### src/rtl/traffic_phase_timer.sv
// traffic_phase_timer: six-phase NS/EW intersection sequencer with a per-phase tick countdown.
// Define PED_REQUEST_EN to enable pedestrian-request green truncation.
module traffic_phase_timer #(
    parameter int unsigned CLK_HZ      = 50_000_000,
    parameter int unsigned GREEN_S     = 35,
    parameter int unsigned YELLOW_S    = 5,
    parameter int unsigned ALL_RED_S   = 1,
    parameter int unsigned PED_GREEN_S = 5
) (
    input  logic        clock,
    input  logic        reset_n,
    input  logic        run,
    input  logic        ped_req,
    output logic [31:0] clock_ticks,
    output logic [2:0]  ns_light,
    output logic [2:0]  ew_light,
    output logic        phase_done
);

    localparam int unsigned TW = 32;

    localparam logic [63:0] LEN_MAX       = 64'h0000_0000_FFFF_FFFF;
    localparam logic [63:0] GREEN_LEN64   = 64'(GREEN_S) * 64'(CLK_HZ);
    localparam logic [63:0] YELLOW_LEN64  = 64'(YELLOW_S) * 64'(CLK_HZ);
    localparam logic [63:0] ALL_RED_LEN64 = 64'(ALL_RED_S) * 64'(CLK_HZ);
    localparam logic [63:0] PED_LEN64     = 64'(PED_GREEN_S) * 64'(CLK_HZ);

    localparam logic [TW-1:0] GREEN_LOAD   = TW'(GREEN_LEN64 - 64'd1);
    localparam logic [TW-1:0] YELLOW_LOAD  = TW'(YELLOW_LEN64 - 64'd1);
    localparam logic [TW-1:0] ALL_RED_LOAD = TW'(ALL_RED_LEN64 - 64'd1);

    localparam logic [2:0] LAMP_RED    = 3'b100;
    localparam logic [2:0] LAMP_YELLOW = 3'b010;
    localparam logic [2:0] LAMP_GREEN  = 3'b001;

    // Reject configurations whose phase lengths are zero or do not fit the 32-bit counter
    if (GREEN_S == 0 || YELLOW_S == 0 || ALL_RED_S == 0 || PED_GREEN_S == 0) begin : g_zero_len
        $error("traffic_phase_timer: all phase lengths in seconds must be non-zero");
    end
    if (GREEN_LEN64 > LEN_MAX || YELLOW_LEN64 > LEN_MAX ||
        ALL_RED_LEN64 > LEN_MAX || PED_LEN64 > LEN_MAX) begin : g_len_ovf
        $error("traffic_phase_timer: a phase length exceeds 2^32-1 ticks");
    end

    typedef enum logic [2:0] {
        NS_GREEN  = 3'd0,
        NS_YELLOW = 3'd1,
        RED_A     = 3'd2,
        EW_GREEN  = 3'd3,
        EW_YELLOW = 3'd4,
        RED_B     = 3'd5
    } state_t;

    state_t          state_q;
    state_t          state_d;
    logic [TW-1:0]   ticks_d;
    logic [2:0]      ns_d;
    logic [2:0]      ew_d;
    logic            done_d;

`ifdef PED_REQUEST_EN
    localparam logic [TW-1:0] PED_LOAD = TW'(PED_LEN64 - 64'd1);

    logic ped_flag;
    logic ped_pending;
    logic in_green;
    logic enter_yellow;

    assign in_green     = (state_q == NS_GREEN) || (state_q == EW_GREEN);
    assign ped_pending  = ped_flag || ped_req;
    assign enter_yellow = run && in_green && (clock_ticks == '0);

    // Sticky request; keeps sampling while run=0, dropped when the green ends
    always_ff @(posedge clock or negedge reset_n) begin
        if (!reset_n) begin
            ped_flag <= 1'b0;
        end else if (enter_yellow) begin
            ped_flag <= 1'b0;
        end else if (ped_req) begin
            ped_flag <= 1'b1;
        end
    end
`else
    logic unused_ped_req;
    assign unused_ped_req = ped_req;
`endif

    // Next state, next count and next lamp pattern
    always_comb begin
        state_d = state_q;
        ticks_d = clock_ticks;
        done_d  = 1'b0;
        ns_d    = LAMP_RED;
        ew_d    = LAMP_RED;

        if (run) begin
            if (clock_ticks == '0) begin
                done_d = 1'b1;
                case (state_q)
                    NS_GREEN:  begin state_d = NS_YELLOW; ticks_d = YELLOW_LOAD;  end
                    NS_YELLOW: begin state_d = RED_A;     ticks_d = ALL_RED_LOAD; end
                    RED_A:     begin state_d = EW_GREEN;  ticks_d = GREEN_LOAD;   end
                    EW_GREEN:  begin state_d = EW_YELLOW; ticks_d = YELLOW_LOAD;  end
                    EW_YELLOW: begin state_d = RED_B;     ticks_d = ALL_RED_LOAD; end
                    RED_B:     begin state_d = NS_GREEN;  ticks_d = GREEN_LOAD;   end
                    default:   begin state_d = RED_B;     ticks_d = ALL_RED_LOAD; end
                endcase
            end
`ifdef PED_REQUEST_EN
            else if (in_green && ped_pending && (clock_ticks > PED_LOAD)) begin
                ticks_d = PED_LOAD;
            end
`endif
            else begin
                ticks_d = clock_ticks - TW'(1);
            end
        end

        case (state_d)
            NS_GREEN:  ns_d = LAMP_GREEN;
            NS_YELLOW: ns_d = LAMP_YELLOW;
            EW_GREEN:  ew_d = LAMP_GREEN;
            EW_YELLOW: ew_d = LAMP_YELLOW;
            default:   ;
        endcase
    end

    // State, count and lamps all move on the same edge
    always_ff @(posedge clock or negedge reset_n) begin
        if (!reset_n) begin
            state_q     <= RED_B;
            clock_ticks <= ALL_RED_LOAD;
            ns_light    <= LAMP_RED;
            ew_light    <= LAMP_RED;
            phase_done  <= 1'b0;
        end else begin
            state_q     <= state_d;
            clock_ticks <= ticks_d;
            ns_light    <= ns_d;
            ew_light    <= ew_d;
            phase_done  <= done_d;
        end
    end

endmodule

### config.mk
export PLATFORM = sky130hd
export DESIGN_NAME = traffic_phase_timer
export DESIGN_NICKNAME = d
export VERILOG_FILES = /design/src/rtl/traffic_phase_timer.sv
export SDC_FILE = /design/constraint.sdc
export NUM_CORES = 1
export LEC_CHECK = 0
export BUFFER_PORTS_ARGS = -buffer_cell sky130_fd_sc_hd__buf_2
export CORE_MARGIN = 3
export CORE_UTILIZATION = 55
export CTS_CLUSTER_DIAMETER = 120
export DETAILED_ROUTE_END_ITERATION = 12
export GPL_ROUTABILITY_DRIVEN = 0
export GPL_TIMING_DRIVEN = 0
export PLACE_DENSITY = 0.79
export SLEW_MARGIN = 20
export SYNTH_ARGS = -nofsm -noshare
export SYNTH_HDL_FRONTEND = slang
export SYNTH_SLANG_ARGS = --single-unit
### constraint.sdc
create_clock -name clock -period 6.42 [get_ports clock]
set_clock_uncertainty 0.15 [all_clocks]
set_input_delay 1.284 -clock clock [delete_from_list [all_inputs] [get_ports clock]]
set_output_delay 1.284 -clock clock [all_outputs]
set_load 0.01 [all_outputs]
# ---- Word-level counts from Yosys, hierarchy flattened
# Index checks and enable logic that the tools add are counted.
dict set report word_totals {
  inputBits 4
  word_cells 27
  reg_bits 42
  output_inout_bits 39
}
dict set report op_classes {
  n_eq_ne 7
  n_addsub 1
  muxes 9
  n_reduce_logical 5
}
# operator n
set ops {}
lappend ops {{$pmux 31 s2} 1}
lappend ops {{$logic_not 32->1} 1}
lappend ops {{$mux 32} 1}
lappend ops {{$sub 32x1->32 const B} 1}
lappend ops {{$pmux 3 s5} 1}
lappend ops {{$pmux 3 s2} 2}
lappend ops {{$eq 3x2->1 const B} 3}
lappend ops {{$eq 3x1->1 const B} 2}
lappend ops {{$eq 3x3->1 const B} 2}
lappend ops {{$logic_not 3->1} 2}
lappend ops {{$mux 3} 2}
lappend ops {{$reduce_or 2->1} 2}
lappend ops {{$mux 1} 2}

# ---- Logic depth before layout (Yosys ltp)
dict set report logic_depth {
  ltp_word 6
  mapped_depth 10
  ltp_nobuf 8
}

# ---- Least setup slack after synthesis
# OpenSTA, ideal clock, no wires.
dict set report synth_timing {
  kind {in2reg}
  start {in run}
  end {reg state_q[2]}
  t_arrival_ps 2808
  path_buffers 2
  setup_ps 82
  setup_slack_ps 3379
  required_ps 6188
  path_stages 7
  path_cell_list {clkbuf_1 -> nand3_1 -> or4_1 -> buf_2 -> clkinv_2 -> nand2_1 -> mux2_4}
}
dict set report synth_between {
  elab_chain_cells 1
}
# element line_no
set synth_lines {}
lappend synth_lines {{from (decl)} 12} ;# input logic run,
lappend synth_lines {{$mux 3} 96} ;# if (run) begin
lappend synth_lines {{named net state_d[2]} 55} ;# state_t state_d;
lappend synth_lines {{to (signal assigned)} 137} ;# state_q <= state_d;
lappend synth_lines {{to (decl)} 54} ;# state_t state_q;
# The timed path passes the listed nets, and every way through them passes these cells.
# A chain may end at the register's enable or synchronous reset.

# ---- Worst setup path after layout
# Same ends and word-level chain as after synthesis.

==> results.json <==
{
  "post-route-period-util_pct": 49.3,
  "final_antenna_net_count": 0,
  "setup_viol": 0,
  "final_layout_size_suffix_gt1_share_pct": 30.5,
  "synth_sequential_area_ratio_pct": 43.7,
  "utilization_pct": 67.5,
  "die_h_um": 73.0,
  "cts_tree": "done",
  "p_sw_share_pct": 36.0,
  "dp_hpwl_mm": 4.56,
  "rsz0062_at_grt": "false",
  "vias": 2259,
  "final_cells": 358,
  "p_switching_w": 0.000261,
  "synth_cells": 260,
  "num_io_pins": 43,
  "grt-ovfl-total": 0,
  "p_int_w": 0.000464,
  "critPathBufInv": 3,
  "die_w_um": 73.0,
  "synth-main-ff-cell": "dfstp_2",
  "cts_hold_buffers": 0,
  "finalSetupTns_ps": 0,
  "numCtsBuffers": 5,
  "route.detailed.drc": 0,
  "synth.ff_latch_count": 42,
  "worst_ep_required_time_ps": 6510,
  "end_kind": "register",
  "start_kind": "primary input",
  "sequentialPowerShare_pct": 51.8,
  "slew_viol_final": 0,
  "crit_chain": "clkbuf_1 > nand3_1 > or4_1 > buf_2 > clkinv_2 > nand2_1 > mux2_4",
  "period_needed_ps": 3160,
  "path_class": "primary input to register",
  "ir_drop_v": 0.000199,
  "status": "finished clean",
  "drt_wl_total_mm": 6.20,
  "avgSynthCellArea_um2": 9.49,
  "drv_cap": 0,
  "final_cell_mix": "44 x buf_2, 23 x nor2_1, 22 x dfstp_2, 20 x dfrtp_1, 18 x nand2_1",
  "final_cell_area_um2": 2820,
  "leakage_nw": 1.22,
  "yosysUniqueCellTypes": 57,
  "critical_path_arrival_ps": 3250,
  "grt_max_degree": 43,
  "dp_cells": 350,
  "post_drt_wl_per_cell_um": 17.3,
  "track_usage_pct": 25.5,
  "combPwrFrac_pct": 24.7,
  "p_per_area_nw_per_um2": 257,
  "dpl_cell_area_um2": 2730,
  "syn-cell-area_um2": 2470,
  "tightestPinTransition_ps": 938,
  "drt_iter0_markers": 136,
  "layout.nets": 313,
  "pwr-share-clk_pct": 23.5,
  "io_buffers": 40,
  "cts_setup_buffers": 0,
  "clk_latency_ps": 300,
  "cp_slowest_stage_delay_ps": 580,
  "final_common_cell": "buf_2",
  "finalHoldViolCount": 0,
  "crit_family": "simple AND/OR/NAND/NOR gates",
  "cts.repair.resized": 0,
  "fmax_mhz": 316,
  "area_delta_synth_final_pct": 14.1,
  "hold_path.class": "register to register",
  "async_reset_ff_share_pct": 100,
  "ys_warn_count": 0,
  "critical_path.slowest_cell": "or4_1",
  "core_area_um2": 4170,
  "dr.pass1.iters": 5,
  "grt_pass1_vias": 2152,
  "htreeDepth": 2,
  "cts_num_sinks": 42,
  "grt_pass1_wl_mm": 10.5,
  "path_clk_slew_ps": 80,
  "synth_edf_count": 0,
  "maxSlewHeadroom_pct": 37.4,
  "rows": 23,
  "die-area_um2": 5330,
  "viasPerCell": 6.31,
  "start_util_pct": 59.2,
  "cts.root.buffer_cell": "clkbuf_8",
  "antenna_cells": 0,
  "cts_buffer_depth": 2,
  "antenna_found_initial": 0,
  "crit_fanout": 10,
  "fill_cells": 362,
  "synthesis.nets": 266
}
power by group through the flow:
stage / combinational, W / sequential (W) / clock, W
2_1_floorplan: 0.000101 / 0.000385 / 0
6_report: 0.000179 / 0.000376 / 0.000170
3_3_place_gp: 0.000173 / 0.000378 / 0
4_1_cts: 0.000180 / 0.000375 / 0.000174
3_5_place_dp: 0.000178 / 0.000380 / 0
5_1_grt: 0.000200 / 0.000385 / 0.000183
cell type report:
| cell class | count | area [µm²] | area share (%) |
|---|---|---|---|
| inverter | 16 | 61.3 | 2.18 |
| tap | 50 | 62.6 | 2.22 |
| timing repair buffer | 40 | 200 | 7.10 |
| clock inverter | 2 | 13.8 | 0.488 |
| sequential | 42 | 1080 | 38.3 |
| buffer | 13 | 68.8 | 2.44 |
| clock buffer | 6 | 72.6 | 2.58 |
| multi-input combinational | 189 | 1260 | 44.7 |
kinds of logic (layout without fill, tap and decap cells):
logic type	Yosys count	count (layout)	synth area share, %
buffers and inverters	29	77	5.27
adder cells (fa/ha/maj)	2	2	1.01
flip-flops	42	42	43.7
XOR/XNOR	10	10	3.55
multiplexers	5	5	2.43
AO/OA/AOI/OAI	66	66	18.2
AND/OR/NAND/NOR	106	106	25.8
worst reg2reg max path: stages (launching register included):
cell	delay, ps
dfrtp_1	480
nor3_2	350
nand2_1	220
nor4_4	530
clkbuf_1	430
o21ai_0	160
a22oi_1	230
flip-flops by register name (all words and copies together) (netlist names):
register and flops:
clock_ticks 32, ew_light 3, ns_light 3, state_q 3, phase_done 1
cell usage after synthesis (2+ instances only):
cell	n	area share, %
a21oi_1	11	2.2
a22oi_1	6	1.8
a2bb2oi_1	3	1.1
and3_1	2	0.51
buf_2	4	0.81
buf_6	2	0.91
clkbuf_1	7	1.1
dfrtp_1	20	20
dfstp_2	22	23
ha_1	2	1.0
inv_1	15	2.3
mux2_4	2	1.2
mux2i_1	3	1.2
nand2_1	18	2.7
nand2_2	2	0.51
nand2b_1	2	0.51
nand3_1	5	1.0
nand3_2	2	0.81
nand4_1	5	1.3
nor2_1	23	3.5
nor3_1	15	3.0
nor3_2	3	1.2
nor3b_1	2	0.61
nor4_1	8	2.0
nor4_4	3	2.6
o21a_1	3	0.91
o21ai_0	10	2.0
o21ai_1	7	1.4
o21bai_1	2	0.61
o22a_1	4	1.4
o2bb2ai_1	3	1.1
o31ai_1	2	0.61
o32ai_1	2	0.71
o41ai_1	3	1.1
or3_1	4	1.0
or4_1	4	1.2
xnor2_1	8	2.8
xor2_1	2	0.71
metal layers:
layer  track usage, %  up-vias  routed length (µm)
met1             35.8     1103                2780
met5                0        -                   0
met2             38.6       81                2890
li1                 -     1063                   -
met3             3.58       12                 414
met4             12.1        0                 112
path summary, 6_finish.rpt:
| kind | slack, ps | cells after the start | start | end |
|---|---|---|---|---|
| setup / recovery | 3260 | 7 | run | state_q[2]$_DFF_PN1_ |
| hold / removal | 360 | 2 | clock_ticks[6]$_DFFE_PN1P_ | clock_ticks[6]$_DFFE_PN1P_ |
| setup reg to reg | 3790 | 6 | clock_ticks[24]$_DFFE_PN0P_ | clock_ticks[20]$_DFFE_PN1P_ |
| hold reg to reg | 360 | 2 | clock_ticks[6]$_DFFE_PN1P_ | clock_ticks[6]$_DFFE_PN1P_ |
| max in group asynchronous | 4560 | 1 | reset_n | clock_ticks[18]$_DFFE_PN0P_ |
| min in group asynchronous | 970 | 1 | reset_n | clock_ticks[26]$_DFFE_PN0P_ |
through the flow:
step | total power [W] | worst slack [ps] | hold slack [ps]
2_1_floorplan | 0.000486 | 3380 | 339
3_3_place_gp | 0.000551 | 2990 | 332
3_5_place_dp | 0.000558 | 3000 | 348
4_1_cts | 0.000729 | 3310 | 365
5_1_grt | 0.000768 | 3200 | 379
6_report | 0.000725 | 3260 | 356
(Power assumes the default switching activity.)
